File: config.mk
export PLATFORM = sky130hd
export DESIGN_NAME = graphics_control
export DESIGN_NICKNAME = d
export VERILOG_FILES = /design/src/rtl/graphics_control.sv
export SDC_FILE = /design/constraint.sdc
export NUM_CORES = 1
export LEC_CHECK = 0
export ABC_CLOCK_PERIOD_IN_PS = 3000
export CORE_UTILIZATION = 30
export DETAILED_ROUTE_END_ITERATION = 10
export HOLD_SLACK_MARGIN = 0.03
export PLACE_DENSITY_LB_ADDON = 0.08
export SETUP_SLACK_MARGIN = 0.15
export SYNTH_ARGS = -nofsm -noshare
export SYNTH_HDL_FRONTEND = slang
export SYNTH_SLANG_ARGS = --single-unit
File: constraint.sdc
create_clock -name clock -period 3 [get_ports clock]
set_input_delay 0.6 -clock clock [delete_from_list [all_inputs] [get_ports clock]]
set_output_delay 0.6 -clock clock [all_outputs]
set_load 0.02 [all_outputs]
File: src/rtl/graphics_control.sv
// Control FSM for a 64-pixel square draw with an optional white flash-and-restore
// sequence; the flash path is built only when GRAPHICS_FLASH_EN is defined.
module graphics_control #(
    parameter int unsigned HOLD_CYCLES = 12500000
) (
    input  logic clock,
    input  logic resetn,
    input  logic go,
    input  logic flash_req,
    output logic load,
    output logic enable,
    output logic flash,
    output logic ld_previous,
    output logic plot,
    output logic busy,
    output logic done
);

    typedef enum logic [3:0] {
        IDLE,
        LOAD,
        DRAW,
        FLASH_SET,
        FLASH_DRAW,
        HOLD,
        RESTORE,
        RESTORE_DRAW,
        DONE
    } state_t;

    state_t     state;
    state_t     next_state;
    logic [5:0] pix_count;
    logic       draw_state;
    logic       last_pixel;

    assign draw_state = (state == DRAW) || (state == FLASH_DRAW) || (state == RESTORE_DRAW);
    assign last_pixel = (pix_count == 6'd63);

    always_ff @(posedge clock) begin
        if (!resetn) begin
            state     <= IDLE;
            pix_count <= 6'd0;
        end else begin
            state     <= next_state;
            pix_count <= draw_state ? pix_count + 6'd1 : 6'd0;
        end
    end

`ifdef GRAPHICS_FLASH_EN
    localparam logic [23:0] HOLD_LOAD = 24'(HOLD_CYCLES - 1);

    logic        flash_flag;
    logic [23:0] hold_count;

    // The hold counter is preloaded outside HOLD so it reads HOLD_CYCLES-1 on entry.
    always_ff @(posedge clock) begin
        if (!resetn) begin
            flash_flag <= 1'b0;
            hold_count <= 24'd0;
        end else begin
            if (state == IDLE && go)
                flash_flag <= flash_req;
            if (state == HOLD)
                hold_count <= hold_count - 24'd1;
            else
                hold_count <= HOLD_LOAD;
        end
    end
`else
    logic unused_cfg;
    assign unused_cfg = ^{flash_req, HOLD_CYCLES[0]};
`endif

    always_comb begin
        next_state = state;
        case (state)
            IDLE:  if (go) next_state = LOAD;
            LOAD:  next_state = DRAW;
`ifdef GRAPHICS_FLASH_EN
            DRAW:         if (last_pixel) next_state = flash_flag ? FLASH_SET : DONE;
            FLASH_SET:    next_state = FLASH_DRAW;
            FLASH_DRAW:   if (last_pixel) next_state = HOLD;
            HOLD:         if (hold_count == 24'd0) next_state = RESTORE;
            RESTORE:      next_state = RESTORE_DRAW;
            RESTORE_DRAW: if (last_pixel) next_state = DONE;
`else
            DRAW:         if (last_pixel) next_state = DONE;
`endif
            DONE:    next_state = IDLE;
            default: next_state = IDLE;
        endcase
    end

    always_comb begin
        load        = 1'b0;
        enable      = 1'b0;
        flash       = 1'b0;
        ld_previous = 1'b0;
        plot        = 1'b0;
        done        = 1'b0;
        busy        = (state != IDLE);
        case (state)
            LOAD: begin
                load   = 1'b1;
                enable = 1'b1;
            end
            DRAW, FLASH_DRAW, RESTORE_DRAW: begin
                enable = 1'b1;
                plot   = 1'b1;
            end
`ifdef GRAPHICS_FLASH_EN
            FLASH_SET: flash       = 1'b1;
            RESTORE:   ld_previous = 1'b1;
`endif
            DONE:      done = 1'b1;
            default: ;
        endcase
    end

endmodule

* Word level (Yosys, flattened, before mapping)
Index checks and enable logic that the tools add are counted.
Word-level totals: register bits after elaboration 10, latch bits 0, RAM bits 0, memories 0, input port bits 4, output and inout bits 7, word-level logic and storage cells 26, ROM bits 0
Operators by class: eq/ne operators 8, divide/modulo/power cells 0, shift-type cells 0, bitwise gates (word level) 0, muxes and demuxes 7, multipliers 0, $add $sub $neg 1, order comparisons 0, reduce and logical (&&, ||, !) cells 8
Operator list (count):
- $pmux 4 s3 | 1
- $eq 4x3->1 const B | 2
- $mux 4 | 2
- $add 6x1->6 const B | 1
- $eq 6x6->1 const B | 1
- $eq 4x1->1 const B | 1
- $eq 4x2->1 const B | 1
- $eq 4x4->1 const B | 1
- $logic_not 4->1 | 1
- $mux 1 | 4
- $ne 2x2->1 const B | 2
- $reduce_and 2->1 | 2
- $reduce_bool 4->1 | 1
- $reduce_or 4->1 | 1
- $reduce_or 3->1 | 1
- $logic_or 1x1->1 | 2

* Depth between registers and ports, before layout
depth in word-level cells 4, depth in mapped cells 4, gate-level depth less buffers 4

* Worst setup path after synthesis
Ideal clock, no wire load.
path type register -> output, start register state[3], end output port done, required time 2.400 ns, path buffers 0, slack 1.498 ns, arrival time 0.902 ns, cell stages (with the launch flop) 2, cell sequence dfxtp_1 -> nor3b_1
Between the ends: word-level cells in the longest chain between the ends 2
Ends and longest elaborated chain:
- from (decl) | line 31 | state_t state;
- from (signal assigned) | line 45 | state <= next_state;
- $eq 4x4->1 | line 103 | case (state)
- $mux 1 | line 103
- to (decl) | line 16 | output logic done
No other way between the ends.

* Worst setup path after layout
start register state[1], end output port enable
Between the ends: word-level cells in the longest chain between the ends 3, elaborated cells on any way between the ends 6, those cells by class eq/ne: 4; mux: 1; reduce/logical: 1
Ends and longest elaborated chain:
- $eq 4x2->1, or another cell as far along | line 103
- $reduce_or 4->1 (no line) *
- $mux 1 * | line 103
- to (decl) | line 11 | output logic enable,
Every way passes the cells marked *; elsewhere a longest branch is shown, timed or not.

==> results.md <==
* Die Height at 38.76 µm
* Min Clock Period, post-route at 2168 ps
* Post-DP HPWL at 506.6 µm
* Worst hold slack at 461.6 ps
* Post-CTS Resized at 0
* Largest area contributor in the netlist: dfxtp_1
* M1 GR Usage at 11.93%
* Peak supply drop at 0.1844 mV
* CTS tree: built
* CTS buffer count at 3
* Vias in the first global route at 284
* Core area at 1186 µm²
* Synth cell types at 22
* GPL Wtd Cong at 0.6347
* Area contributors post-synth: dfxtp_1 (44%), nor2_1 (6.5%), xor2_1 (4.3%), a21oi_1 (3.7%), buf_4 (3.7%)
* Largest net degree at the start of global routing at 8
* Post-placement cell count at 63
* Top_reg_cell synth: dfxtp_1
* Grt met2 use at 17.92%
* Critical Path AT at 1570 ps
* Synth top area share at 44.44%
* Sequential-to-total area share from yosys stat at 44.44%
* Worst reg2reg endpoint: state[3]
* Clock Path Buffers at 2
* Status: finished clean
* IO Count at 11
* Critical path launch point type: flip-flop
* Most frequent cells after synthesis: dfxtp_1 (9), nor2_1 (7), a21oi_1 (3)
* Util after Layout at 41.88%
* Hold EP: pix_count[0]
* Post-CTS setup buffers at 0
* First-pass GRT wire length at 1.097 mm
* CP bufs+invs at 1
* Worst hold path type: reg -> reg
* Post-synth ARST share at 0%
* Drt pass-1 iters at 4
* Gr ovfl total at 0
* Hold Startpoint: pix_count[0]
* Detailed Route Iter0 Violations at 4
* EDFF count, synth at 0
* CTS hold repair buffers at 0
* DR vias at 311
* WHS Path Cells at 1
* DR WL/cell at 9.881 µm
* RSZ-0062 raised after global routing: no
* Initial Util at 34.18%
* Die width at 38.76 µm
* Clock Skew at 1.245 ps
* DRC at 0
* Clock root cell: clkbuf_4
* Met3 GRT Util at 5.202%
* Syn_area_per_cell at 9.213 µm²
* MaxCap Viol Count at 0
* Initial antenna violation count at 0
* # port buffers at 7
* Worst setup EP type: output pin
* Ratio of cells with drive above 1 in the final layout at 11.32%
* Critical path cell sequence: nand2b_1, a21oi_1, clkdlybuf4s50_1
* Fill count at 120
* Top Family by Delay on Critical Path: buffers and inverters
* PwrDens at 505.7 nW/µm²
* H-tree depth at 1
* Antenna Cells at 0
* Clock slew at reported path FFs at 60 ps
* R2R depth at 3
* Post-Synthesis Cells at 44
* CP max stage delay at 610 ps
* Period Utilization, post-route at 72.28%
* Final nets at 59
* Placement Setup Slack at 1101 ps
* Clk sink count at 9
* Gr usage total at 11.75%
* Area growth, synth to finish at 22.53%
* CP max FO at 5
* Post-route cell area at 496.7 µm²
* Critical path's slowest cell: clkdlybuf4s50_1
* Hold Fails Final Rpt at 0
* Slew Limit Fails at 0
* Synth warn at 0
* Worst R2R Setup Slack at 1890 ps
* Vias per cell at 4.642
* DRT Wirelength at 662 µm
* Critical path class: reg -> out
* DRT antenna net count at 0
* Pwr Total at 0.2512 mW
* Non-Filler Instances at 67
* Worst r2r src: state[3]
* Req. time, crit path at 2400 ps
* Post-synthesis register bit count at 9
* Count leader, synth: dfxtp_1
* Num rows at 12
* Die area at 1502 µm²
* Post-route setup slack at 831.7 ps
* Setup TNS at 0 ps
* DP Area at 470.5 µm²
* FMAX at 461.2 MHz
* Pleak at 0.1770 nW
* GRT Max-Usage Layer: met2
* Clock latency on the worst-skew pair at 260 ps
* Mapped cell area at 405.4 µm²
* Final setup vio count at 0
[layer usage]
layer | wire length, µm | up-vias
met2 | 312 | 8
met5 | 0 | -
li1 | - | 158
met1 | 304 | 141
met3 | 27 | 4
met4 | 17 | 0
[sequential cells by signal (all words and copies together), names as in the netlist]
name / cells
pix_count: 6
state: 3
[layout make-up]
type                    count  area (µm²)  area share [%]
multi-input cells          32       198.9           40.05
flip-flops and latches      9       180.2           36.27
repair buffers              7       70.07           14.11
clock buffers               4       26.28           5.290
well taps                  14       17.52           3.526
inverters                   1       3.754          0.7557
[power by group]
part	total, mW	internal, mW	switching [mW]
logic	0.0318	0.0161	0.0158
registers	0.125	0.122	0.00319
clock network	0.0942	0.0513	0.0429
total	0.251	0.189	0.0618
[cells in the final DEF (no fill, tap or decap), types with 2 or more instances in the layout]
cell type and instances:
clkbuf_4 3, a21oi_1 3, nand2b_1 2, clkdlybuf4s50_1 7
or3_1 2, xor2_1 2, nand3_1 2, dfxtp_1 9
conb_1 2, nor2_1 7, nand2_1 2
[kinds of logic after synthesis]
kind of cell | after synthesis | share of synthesized area (%)
other cells | 1 | 0.9250
flops | 9 | 44.44
buf+inv | 4 | 7.405
simple gates | 21 | 30.87
compound gates | 5 | 6.789
fa+ha+maj | 1 | 3.086
xor+xnor | 3 | 6.483
[worst max path at each step]
stage,startpoint,end,slack (ps),cells after the start
after global routing,state[1],enable,750,3
final,state[1],enable,830,3
after detailed placement,state[1],enable,1100,3
after floorplan,state[3],done,1500,1
after global placement,state[1],enable,1120,3
after CTS,state[1],enable,810,3
(Power assumes the default switching activity.)
